$ cat src/rtl/lower_layer_sort.sv
// lower_layer_sort
//
// Collects two short sorted runs from a single element stream and presents
// their heads to a downstream merge stage.
//
// The first L_SIZE accepted elements form the left run and the next R_SIZE
// form the right run. Each element is insertion-sorted in one cycle with a
// parallel compare-and-shift. Once both runs are full the block enters DRAIN
// and raises done_lower. The merge stage then pops heads with
// shift_en_L / shift_en_R and releases the runs with done_upper.
//
// Ports
//   clk, rst             rising-edge clock, synchronous active-high reset
//   in_valid, in_data    upstream element stream
//   in_ready             element accepted this cycle (fill states only)
//   done_lower           registered level: both runs full and sorted
//   shift_en_L/_R        pop the head of the left / right run (DRAIN only)
//   done_upper           merge finished: clear runs, go back to filling
//   head_L/_R            smallest remaining element of each run (0 if empty)
//   empty_L/_R           run has no remaining elements
//   cmp                  1 = left head goes next, 0 = right head goes next
module lower_layer_sort #(
    parameter int L_SIZE = 4,
    parameter int R_SIZE = 4,
    parameter int DATA_W = 16
) (
    input  logic              clk,
    input  logic              rst,
    input  logic              in_valid,
    input  logic [DATA_W-1:0] in_data,
    output logic              in_ready,
    output logic              done_lower,
    input  logic              shift_en_L,
    input  logic              shift_en_R,
    input  logic              done_upper,
    output logic [DATA_W-1:0] head_L,
    output logic [DATA_W-1:0] head_R,
    output logic              empty_L,
    output logic              empty_R,
    output logic              cmp
);

    localparam int LCW = $clog2(L_SIZE + 1);
    localparam int RCW = $clog2(R_SIZE + 1);

    typedef enum logic [1:0] {
        FILL_L,
        FILL_R,
        DRAIN
    } state_t;

    state_t            state_reg;
    logic              done_lower_reg;
    logic [LCW-1:0]    cnt_l_reg;
    logic [RCW-1:0]    cnt_r_reg;
    logic [DATA_W-1:0] run_l_reg [L_SIZE];
    logic [DATA_W-1:0] run_r_reg [R_SIZE];

    // Candidate next contents of each run: after an insert of in_data, and
    // after a pop of the head.
    logic [DATA_W-1:0] ins_l_next [L_SIZE];
    logic [DATA_W-1:0] ins_r_next [R_SIZE];
    logic [DATA_W-1:0] pop_l_next [L_SIZE];
    logic [DATA_W-1:0] pop_r_next [R_SIZE];

    // slot_x[i] marks positions at or beyond the insertion point that must
    // change: occupied entries strictly greater than in_data, plus the first
    // free entry. Using '>' (not '>=') keeps equal values ahead of the new
    // element, so insertion is stable. Because the run is sorted, slot_x is
    // a contiguous band; its first bit takes in_data, the rest take their
    // left neighbour.
    logic [L_SIZE-1:0] slot_l;
    logic [R_SIZE-1:0] slot_r;

    logic accept;
    logic pop_l_en;
    logic pop_r_en;

    generate
        for (genvar gi = 0; gi < L_SIZE; gi++) begin : g_left
            assign slot_l[gi] = (LCW'(gi) < cnt_l_reg) ? (run_l_reg[gi] > in_data)
                                                       : (LCW'(gi) == cnt_l_reg);
            if (gi == 0) begin : g_first
                assign ins_l_next[gi] = slot_l[gi] ? in_data : run_l_reg[gi];
            end else begin : g_rest
                assign ins_l_next[gi] = !slot_l[gi]    ? run_l_reg[gi]
                                      : slot_l[gi-1]   ? run_l_reg[gi-1]
                                      :                  in_data;
            end
            if (gi == L_SIZE - 1) begin : g_tail
                assign pop_l_next[gi] = '0;
            end else begin : g_body
                assign pop_l_next[gi] = run_l_reg[gi+1];
            end
        end

        for (genvar gi = 0; gi < R_SIZE; gi++) begin : g_right
            assign slot_r[gi] = (RCW'(gi) < cnt_r_reg) ? (run_r_reg[gi] > in_data)
                                                       : (RCW'(gi) == cnt_r_reg);
            if (gi == 0) begin : g_first
                assign ins_r_next[gi] = slot_r[gi] ? in_data : run_r_reg[gi];
            end else begin : g_rest
                assign ins_r_next[gi] = !slot_r[gi]    ? run_r_reg[gi]
                                      : slot_r[gi-1]   ? run_r_reg[gi-1]
                                      :                  in_data;
            end
            if (gi == R_SIZE - 1) begin : g_tail
                assign pop_r_next[gi] = '0;
            end else begin : g_body
                assign pop_r_next[gi] = run_r_reg[gi+1];
            end
        end
    endgenerate

    // in_ready is forced low during reset so an upstream source never sees
    // a handshake that the block is going to discard.
    assign in_ready = !rst && (state_reg != DRAIN);
    assign accept   = in_valid && in_ready;

    // done_upper wins over pops in the same cycle.
    assign pop_l_en = shift_en_L && !done_upper && (cnt_l_reg != '0);
    assign pop_r_en = shift_en_R && !done_upper && (cnt_r_reg != '0);

    always_ff @(posedge clk) begin
        if (rst) begin
            state_reg      <= FILL_L;
            done_lower_reg <= 1'b0;
            cnt_l_reg      <= '0;
            cnt_r_reg      <= '0;
            for (int i = 0; i < L_SIZE; i++) run_l_reg[i] <= '0;
            for (int i = 0; i < R_SIZE; i++) run_r_reg[i] <= '0;
        end else begin
            case (state_reg)
                FILL_L: begin
                    if (accept) begin
                        run_l_reg <= ins_l_next;
                        cnt_l_reg <= cnt_l_reg + LCW'(1);
                        if (cnt_l_reg == LCW'(L_SIZE - 1)) begin
                            state_reg <= FILL_R;
                        end
                    end
                end
                FILL_R: begin
                    // Left run is frozen here; only the right run grows.
                    if (accept) begin
                        run_r_reg <= ins_r_next;
                        cnt_r_reg <= cnt_r_reg + RCW'(1);
                        if (cnt_r_reg == RCW'(R_SIZE - 1)) begin
                            state_reg      <= DRAIN;
                            done_lower_reg <= 1'b1;
                        end
                    end
                end
                DRAIN: begin
                    if (done_upper) begin
                        state_reg      <= FILL_L;
                        done_lower_reg <= 1'b0;
                        cnt_l_reg      <= '0;
                        cnt_r_reg      <= '0;
                        for (int i = 0; i < L_SIZE; i++) run_l_reg[i] <= '0;
                        for (int i = 0; i < R_SIZE; i++) run_r_reg[i] <= '0;
                    end else begin
                        if (pop_l_en) begin
                            run_l_reg <= pop_l_next;
                            cnt_l_reg <= cnt_l_reg - LCW'(1);
                        end
                        if (pop_r_en) begin
                            run_r_reg <= pop_r_next;
                            cnt_r_reg <= cnt_r_reg - RCW'(1);
                        end
                    end
                end
                default: begin
                    state_reg      <= FILL_L;
                    done_lower_reg <= 1'b0;
                end
            endcase
        end
    end

    // Head/empty/cmp depend on registered state only, so the merge stage can
    // decide its next pop without a combinational loop through shift_en_*.
    assign done_lower = done_lower_reg;
    assign empty_L    = (cnt_l_reg == '0);
    assign empty_R    = (cnt_r_reg == '0);
    assign head_L     = empty_L ? '0 : run_l_reg[0];
    assign head_R     = empty_R ? '0 : run_r_reg[0];

    always_comb begin
        cmp = 1'b0;
        if (!empty_L && !empty_R) begin
            cmp = (head_L <= head_R);
        end else if (!empty_L) begin
            cmp = 1'b1;
        end
    end

endmodule
$ cat config.mk
export PLATFORM = sky130hd
export DESIGN_NAME = lower_layer_sort
export DESIGN_NICKNAME = d
export VERILOG_FILES = /design/src/rtl/lower_layer_sort.sv
export SDC_FILE = /design/constraint.sdc
export NUM_CORES = 1
export LEC_CHECK = 0
export ABC_AREA = 1
export CORE_ASPECT_RATIO = 0.75
export CORE_MARGIN = 4
export CORE_UTILIZATION = 45
export DETAILED_ROUTE_END_ITERATION = 8
export DONT_BUFFER_PORTS = 1
export GPL_ROUTABILITY_DRIVEN = 0
export PLACE_DENSITY = 0.66
export SYNTH_ARGS = -nofsm -noshare
export SYNTH_HDL_FRONTEND = slang
export SYNTH_SLANG_ARGS = --single-unit
export TNS_END_PERCENT = 5
$ cat constraint.sdc
create_clock -name clk -period 3.5 [get_ports clk]
set_input_delay 0 -clock clk [delete_from_list [all_inputs] [get_ports clk]]
set_output_delay 0 -clock clk [all_outputs]
set_load 0.01 [all_outputs]
==> flow_summary.json, run 1 <==
{
  "viasPerCell": 5.58,
  "wl_per_cell_um": 18.1,
  "setup_viol": 0,
  "vdd_ir_drop_max_v": 0.000376,
  "clock-sinks": 137,
  "crit_arrival_ps": 3670,
  "yosys.area.top_type": "dfxtp_1",
  "num-fill-cells": 2620,
  "cts_tree": "built",
  "cts_buffers": 17,
  "post-route-period-util_pct": 93.6,
  "finish.utilization_pct": 51.8,
  "clk_pin_slew_worst_paths_ps": 70,
  "dr.pass1.iters": 6,
  "fin_ws_ps": 224,
  "synth_top_area_share_pct": 23.5,
  "yosysWarningCount": 0,
  "clock_latency_ps": 450,
  "pin_count": 59,
  "start_util_pct": 46.2,
  "min_path_type": "input port to flip-flop",
  "cp.required_ps": 3890,
  "port-buffer-count": 0,
  "design_area_sq_mm": 0.0131,
  "diodes": 0,
  "ys_async_sr_fraction_pct": 0,
  "tightestPinTransition_ps": 1130,
  "detail-route-antenna-nets": 0,
  "endpoint_kind": "flip-flop",
  "crit_fanout": 17,
  "coreArea_sq_mm": 0.0252,
  "routed_wl_um": 41400,
  "cp-start-kind": "flip-flop",
  "synth_cells": 1923,
  "synth_top_cells_by_count": "nand2_1, a21oi_1, nand3_1",
  "power_density_mw_per_mm2": 412,
  "die_h_um": 147,
  "die_w_um": 194,
  "drtIter0Drc": 1247,
  "cts_max_path_buffers": 2,
  "relSlewSlack_pct": 24.9,
  "ys.flop_type": "dfxtp_1",
  "htree_num_levels": 4,
  "syn_nets": 2099,
  "drv_slew": 0,
  "syn_area_sq_mm": 0.0116,
  "fin_nets": 2113,
  "power_mw": 5.38,
  "stdcell_count": 2288,
  "rows": 50,
  "leakage_nw": 6.57,
  "ys_seq_elements": 137,
  "synth.most_common_cell": "nand2_1",
  "route.detailed.drc": 0,
  "dieArea_sq_mm": 0.0285,
  "avgSynthCellArea_sq_um": 6.06,
  "yosys-top-cells-area": "dfxtp_1, nand2_1, ha_1",
  "synth_enable_flop_cells": 0,
  "first_global_vias": 11933,
  "dp_slack_ps": 490,
  "grtUsageTotal_pct": 28.2,
  "cts_root_buffer": "clkbuf_16",
  "antenna_found_initial": 0,
  "fin_crit_ps": 3280,
  "final_layout_size_suffix_gt1_share_pct": 5.74,
  "hold_violations": 0,
  "area_growth_pct": 12.1,
  "skew_ps": 9.60,
  "dp_hpwl_um": 29600,
  "grt_pass1_wl_um": 64100,
  "synth_seq_area_share_pct": 23.5,
  "synth.distinct_cells": 30,
  "crit_type": "flip-flop to flip-flop",
  "vias": 12771,
  "status": "finished, final reports clean",
  "dpl_cell_area_sq_mm": 0.0121,
  "fmax_mhz": 305,
  "dp.cells": 2227,
  "grt_max_degree": 99,
  "drv_cap": 0,
  "rsz0062_at_grt": "true",
  "grt_overflow": 0
}
-- timing repair --
item                                    CTS  global route
resized for setup                         0             3
endpoints found under the hold margin   105             0
hold buffers                             28             0
endpoints found under the setup margin    0             3
buffers inserted                          0             1
-- area by class of cell --
type / instances / area, sq um / share of cell area, %
clock buffers: 19 / 453 / 3.47
flip-flops and latches: 137 / 2740 / 21.0
inverters: 197 / 746 / 5.71
clock inverters: 13 / 223 / 1.71
repair buffers: 76 / 663 / 5.08
multi-input cells: 1508 / 7800 / 59.8
well taps: 338 / 423 / 3.24
-- critical path: stages (launching register included) --
cell,delay [ps]
dfxtp_1,400
inv_1,140
ha_1,240
nand2_1,210
nand2_1,100
nand3_1,80
nand2_1,90
nor2_4,480
nand2_4,270
nor2_4,400
nand2_1,110
a21oi_1,140
dlygate4sd3_1,560
-- stage by stage --
stage	hold slack, ps	TNS [ps]
4_1_cts	6.43	0
3_3_place_gp	65.9	0
2_1_floorplan	253	0
3_5_place_dp	64.8	0
5_1_grt	54.6	-8.79
6_report	32.4	0
-- cells by family after synthesis --
kind of cell               after synthesis  synth area share [%]
adders and majority gates              154                  16.5
buffers and inverters                  278                  9.52
and+or+nand+nor                       1094                  38.8
DFF                                    137                  23.5
AOI/OAI and AO/OA                      260                  11.6
-- report_power, final --
| part | leakage [nW] | internal (mW) | switching (mW) |
|---|---|---|---|
| clock network | 0.325 | 1.37 | 0.772 |
| registers | 1.11 | 1.66 | 0.111 |
| logic | 5.13 | 0.479 | 0.987 |
-- worst paths after layout --
check,cells after the start,slack [ps],startpoint,to
worst max-delay path,12,220,cnt_r_reg[0],pop_r_next[19]
worst min-delay path,6,30,in_data[0],run_r_reg[48]
worst max register to register,12,220,cnt_r_reg[0],pop_r_next[19]
worst min register to register,2,490,pop_l_next[24],pop_l_next[24]
-- routing by layer --
layer | vias up | track usage, % | wire, um | share of wire (%)
met1 | 5861 | 39.2 | 18200 | 44
met4 | 0 | 8.49 | 991 | 2.4
met5 | - | 0 | 0 | 0
met2 | 587 | 43.4 | 17800 | 43
met3 | 88 | 6.90 | 4470 | 11
li1 | 6235 | - | - | -
-- layout by cell type (no fill, tap or decap), types with 2 or more instances in the layout --
| cell | n |
|---|---|
| a211oi_1 | 8 |
| a21o_1 | 8 |
| a21oi_1 | 226 |
| buf_12 | 2 |
| buf_4 | 47 |
| bufinv_16 | 6 |
| clkbuf_16 | 17 |
| clkbuf_8 | 2 |
| clkinv_2 | 4 |
| clkinvlp_4 | 4 |
| dfxtp_1 | 137 |
| dlygate4sd3_1 | 27 |
| ha_1 | 154 |
| inv_1 | 190 |
| inv_2 | 5 |
| nand2_1 | 668 |
| nand2_2 | 7 |
| nand2_4 | 3 |
| nand3_1 | 207 |
| nand3_2 | 7 |
| nand4_1 | 12 |
| nor2_1 | 181 |
| nor2_4 | 4 |
| nor3_1 | 2 |
| o21ai_0 | 14 |
Note: power is estimated with default switching activity, not from simulation.
==> run 2: changes to the inputs <==
--- a/config.mk
+++ b/config.mk
@@ -13,6 +13,7 @@
 export DONT_BUFFER_PORTS = 1
 export GPL_ROUTABILITY_DRIVEN = 0
 export PLACE_DENSITY = 0.66
+export RECOVER_POWER = 25
 export SYNTH_ARGS = -nofsm -noshare
 export SYNTH_HDL_FRONTEND = slang
 export SYNTH_SLANG_ARGS = --single-unit
==> flow_summary.json, run 2 (synthesis gave the netlist of run 1 again) <==
{
  "clock_latency_ps": 450,
  "die_h_um": 147,
  "cpLargestDelayFamily": "simple AND/OR/NAND/NOR gates",
  "cts_buffers": 17,
  "leakage_nw": 6.48,
  "cpMostUsedCell": "nand2_1",
  "finish.utilization_pct": 51.4,
  "vdd_ir_drop_max_v": 0.000382,
  "slowest_stage": "dlygate4sd3_1",
  "detail-route-antenna-nets": 0,
  "fin_ws_ps": 218,
  "layout_commonest_cell": "nand2_1",
  "start_util_pct": 46.2,
  "tightestPinTransition_ps": 1130,
  "fin_nets": 2113,
  "cts_root_buffer": "clkbuf_16",
  "crit_type": "flip-flop to flip-flop",
  "setup_viol": 0,
  "relSlewSlack_pct": 24.9,
  "whs_ps": 23.6,
  "cts_max_path_buffers": 2,
  "dp_hpwl_um": 29600,
  "grt_overflow": 0,
  "drtIter0Drc": 1300,
  "grt_pass1_wl_um": 64100,
  "critPathBufInv": 2,
  "cts_tree": "built",
  "fmax_mhz": 305,
  "path_cells": "inv_1, ha_1, nand2_1, nand2_1, nand3_1, nand2_1, nor2_4, nand2_4, nor2_4, nand2_1, a21oi_1, dlygate4sd3_1",
  "min_path_type": "input port to flip-flop",
  "dp_slack_ps": 490,
  "first_global_vias": 11933,
  "crit_fanout": 17,
  "die_w_um": 194,
  "crit_arrival_ps": 3680,
  "power_density_mw_per_mm2": 414,
  "drv_cap": 0,
  "met1_usage_pct": 39.2,
  "port-buffer-count": 0,
  "dieArea_sq_mm": 0.0285,
  "num-fill-cells": 2641,
  "fin_setup_tns_ps": 0,
  "wl_per_cell_um": 18.1,
  "fin_crit_ps": 3280,
  "skew_ps": 8.82,
  "grtUsageMet2_pct": 43.4,
  "pin_count": 59,
  "htree_num_levels": 4,
  "viasPerCell": 5.60,
  "post-route-period-util_pct": 93.8,
  "endpoint_kind": "flip-flop",
  "rsz0062_at_grt": "true",
  "routed_wl_um": 41400,
  "met3_usage_pct": 6.90,
  "dr.pass1.iters": 6,
  "hold_violations": 0,
  "grt_max_degree": 99,
  "clk_pin_slew_worst_paths_ps": 70,
  "cp-start-kind": "flip-flop",
  "stdcell_count": 2288,
  "rows": 50,
  "dp.cells": 2227,
  "vias": 12812,
  "diodes": 0,
  "drv_slew": 0,
  "route.detailed.drc": 0,
  "grtUsageTotal_pct": 28.2,
  "top_usage_layer": "met2",
  "coreArea_sq_mm": 0.0252,
  "cpPeakStageDelay_ps": 560,
  "antenna_found_initial": 0,
  "final_cell_mix": "nand2_1, a21oi_1, nand3_1, inv_1, nor2_1",
  "clock-sinks": 137,
  "cp.required_ps": 3900,
  "status": "finished, final reports clean",
  "final_layout_size_suffix_gt1_share_pct": 4.62,
  "area_growth_pct": 11.3
}
[run 2: changes by cell type in the layout (fill, tap and decap cells not counted)]
cell,previous run,this run
buf_4,47,27
clkbuf_1,0,20
nand3_1,207,208
nand3_2,7,6
nor2_1,181,182
nor2_2,1,0
[run 2: layout make-up]
type	count	area, sq um	area share, %
multi-input combinational	1508	7790	60.1
timing repair buffer	76	588	4.53
clock buffer	19	453	3.49
tap	338	423	3.26
inverter	197	746	5.75
clock inverter	13	223	1.72
sequential	137	2740	21.1
[run 2: tightest hold or removal path, cell delays in order]
cell     delay (ps)
inv_1            30
nor2_1           80
a21oi_1         130
nand3_1          90
nand2_1          60
a21oi_1          30
[run 2: repair_timing]
item | CTS | global route
resized for setup | 0 | 3
endpoints found under the hold margin | 105 | 0
hold buffers | 28 | 0
buffers inserted | 0 | 1
endpoints found under the setup margin | 0 | 3
[run 2: power by group]
group | switching (mW) | leakage [nW] | internal (mW) | total (mW)
sequential | 0.111 | 1.11 | 1.66 | 1.77
combinational | 0.989 | 5.05 | 0.471 | 1.46
clock | 0.767 | 0.325 | 1.37 | 2.13
total | 1.87 | 6.48 | 3.50 | 5.37
[run 2: final timing paths]
check,slack (ps),startpoint,cells after the start,to
worst max-delay path,220,cnt_r_reg[0],12,pop_r_next[19]
worst min-delay path,20,in_data[0],6,run_r_reg[48]
worst max register to register,220,cnt_r_reg[0],12,pop_r_next[19]
worst min register to register,490,pop_r_next[20],2,pop_r_next[20]
[run 2: per-layer routing]
layer / wire length [um] / vias up
met2: 17800 / 612
met4: 966 / 0
met3: 4300 / 87
met1: 18400 / 5876
met5: 0 / -
li1: - / 6237
[run 2: per-stage QoR]
step	instance area [sq um]	power, mW
2_1_floorplan	11600	2.77
3_3_place_gp	12100	3.11
3_5_place_dp	12100	3.15
4_1_cts	13000	5.33
5_1_grt	13000	5.63
6_report	13000	5.37
==> run 3: changes to the inputs <==
--- a/config.mk
+++ b/config.mk
@@ -5,7 +5,6 @@
 export SDC_FILE = /design/constraint.sdc
 export NUM_CORES = 1
 export LEC_CHECK = 0
-export ABC_AREA = 1
 export CORE_ASPECT_RATIO = 0.75
 export CORE_MARGIN = 4
 export CORE_UTILIZATION = 45
==> constraint.sdc (replaced) <==
create_clock -name clk -period 3.5 [get_ports clk]
set_input_delay 0.35 -clock clk [delete_from_list [all_inputs] [get_ports clk]]
set_output_delay 0.35 -clock clk [all_outputs]
set_load 0.01 [all_outputs]
==> flow_summary.json, run 3 <==
{
  "status": "finished, final reports clean",
  "yosysWarningCount": 0,
  "yosys-top-cells-area": "dfxtp_1, ha_1, mux2i_1",
  "ys_async_sr_fraction_pct": 0,
  "layout_commonest_cell": "ha_1",
  "synth_top_cells_by_count": "ha_1, dfxtp_1, nor2_1",
  "fin_ws_ps": 78.4,
  "dp.cells": 1461,
  "cp.required_ps": 3150,
  "reg2reg_depth": 8,
  "final_cell_mix": "ha_1, dfxtp_1, nor2_1, a21oi_1, nand2_1",
  "endpoint_kind": "output port",
  "min_path_type": "input port to flip-flop",
  "viasPerCell": 6.50,
  "synth_enable_flop_cells": 0,
  "route.detailed.drc": 0,
  "dp_hpwl_um": 25900,
  "seqPwrFrac_pct": 36.3,
  "htree_num_levels": 4,
  "skew_ps": 9.41,
  "antenna_found_initial": 0,
  "setup_viol": 0,
  "stdcell_count": 1504,
  "fin_setup_tns_ps": 0,
  "fin_nets": 1373,
  "dieArea_sq_mm": 0.0249,
  "die_h_um": 138,
  "dpl_cell_area_sq_mm": 0.0106,
  "clkPwrFrac_pct": 45.1,
  "hold_depth": 2,
  "synth_seq_area_share_pct": 27.2,
  "start_util_pct": 45.7,
  "cpLargestDelayFamily": "compound AO/OA/AOI/OAI gates",
  "path_cells": "inv_2, ha_4, nand2b_4, and2_1, ha_4, a21o_1, a21oi_1, o21ai_1, a21o_1, a211oi_4, o221ai_2, a21oi_2, buf_4",
  "hold_violations": 0,
  "drv_slew": 0,
  "critPathBufInv": 2,
  "port-buffer-count": 0,
  "relSlewSlack_pct": 13.8,
  "grtUsageTotal_pct": 28.1,
  "diodes": 0,
  "ys.flop_type": "dfxtp_1",
  "fmax_mhz": 292,
  "grt_max_degree": 62,
  "cts_buffers": 17,
  "whs_ps": 100,
  "ys_seq_elements": 137,
  "worst-path-stages": 13,
  "num-fill-cells": 2060,
  "syn_area_sq_mm": 0.0101,
  "swShare_pct": 29.1,
  "syn_nets": 1366,
  "avgSynthCellArea_sq_um": 8.46,
  "slowest_stage": "dfxtp_2",
  "die_w_um": 181,
  "clock_latency_ps": 430,
  "rows": 47,
  "p_switching_mw": 1.33,
  "drtIter0Drc": 1073,
  "cts_max_path_buffers": 2,
  "pin_count": 59,
  "fin_crit_ps": 3420,
  "cp-start-kind": "flip-flop",
  "yosys.area.top_type": "dfxtp_1",
  "cpPeakStageDelay_ps": 380,
  "post-route-period-util_pct": 97.8,
  "grt_pass1_wl_um": 54300,
  "cts_tree": "built",
  "grt_overflow": 0,
  "synth_top_area_share_pct": 27.2,
  "dp_slack_ps": 50.4,
  "crit_type": "flip-flop to output port",
  "leakage_nw": 5.10,
  "routed_wl_um": 35600,
  "crit_fanout": 7,
  "synth.distinct_cells": 63,
  "internal_power_mw": 3.24,
  "clock-sinks": 137,
  "cts_root_buffer": "clkbuf_16",
  "synth_cells": 1190,
  "power_density_mw_per_mm2": 397,
  "clk_pin_slew_worst_paths_ps": 70,
  "tightestPinTransition_ps": 1290,
  "first_global_vias": 9080,
  "vdd_ir_drop_max_v": 0.000399,
  "drv_cap": 0,
  "seqCellArea_sq_mm": 0.00275,
  "detail-route-antenna-nets": 0,
  "area_growth_pct": 14.1,
  "coreArea_sq_mm": 0.0221,
  "comb_power_share_pct": 18.6,
  "vias": 9772,
  "synth.most_common_cell": "ha_1",
  "multi_input_area_sq_mm": 0.00697,
  "final_layout_size_suffix_gt1_share_pct": 9.67,
  "crit_arrival_ps": 3070,
  "wl_per_cell_um": 23.7,
  "design_area_sq_mm": 0.0115,
  "dr.pass1.iters": 5
}
-- run 3: layout make-up --
class / instances / share of cell area [%]
Tap cell: 294 / 3.20
Timing Repair Buffer: 57 / 4.63
Multi-Input combinational cell: 929 / 60.7
Clock buffer: 19 / 3.86
Sequential cell: 137 / 23.9
Inverter: 55 / 1.83
Clock inverter: 13 / 1.90
-- run 3: metal layers --
metal  wire, um  vias up  global-route usage, %
met2      14400      492                   39.9
met4        567        0                   6.88
li1           -     4545                      -
met3       4130       40                   8.23
met1      16500     4695                   41.5
met5          0        -                      0
-- run 3: cell families (layout without fill, tap and decap cells) --
kind of cell | after synthesis | count (layout) | share of synthesized area [%]
buffers and inverters | 124 | 144 | 4.93
multiplexers | 66 | 66 | 6.56
adder cells (fa/ha/maj) | 154 | 154 | 19.1
flip-flops | 137 | 137 | 27.2
AO/OA/AOI/OAI | 374 | 374 | 26.6
AND/OR/NAND/NOR | 335 | 335 | 15.5
-- run 3: what timing repair did --
item                       4_1_cts  5_1_grt
buffers inserted                 0        4
hold buffers                     6        0
setup endpoints to repair        1        1
gates resized for setup         12       21
gates cloned                     0        1
hold endpoints to repair        29        0
pin swaps                        3        6
-- run 3: per-stage QoR --
step | power (mW) | util [%]
2_1_floorplan | 2.21 | -
3_3_place_gp | 2.43 | 47.9
3_5_place_dp | 2.44 | 47.9
4_1_cts | 4.53 | 51.4
5_1_grt | 4.73 | 52.1
6_report | 4.57 | 52.1
-- run 3: power by group through the flow --
stage          clock network [mW]  registers [mW]  logic, mW
2_1_floorplan                   0            1.67      0.544
3_3_place_gp                    0            1.69      0.738
3_5_place_dp                    0            1.69      0.752
4_1_cts                      2.08            1.65      0.794
5_1_grt                      2.15            1.66      0.917
6_report                     2.06            1.66      0.847
-- run 3: path summary, 6_finish.rpt --
check	startpoint	slack, ps	end
max	cnt_l_reg[1]	80	cmp
min	in_data[12]	100	pop_r_next[28]
max reg2reg	pop_r_next[59]	210	pop_r_next[49]
min reg2reg	pop_r_next[16]	470	pop_r_next[16]
-- run 3: worst reg2reg max path, stage by stage, from the launching register on --
cell and delay, ps:
dfxtp_1 360, ha_1 340, nand4_1 240, or4_1 570, a21oi_1 200, a31oi_2 60, o21a_1 180, nor2_1 960
a221o_1 320
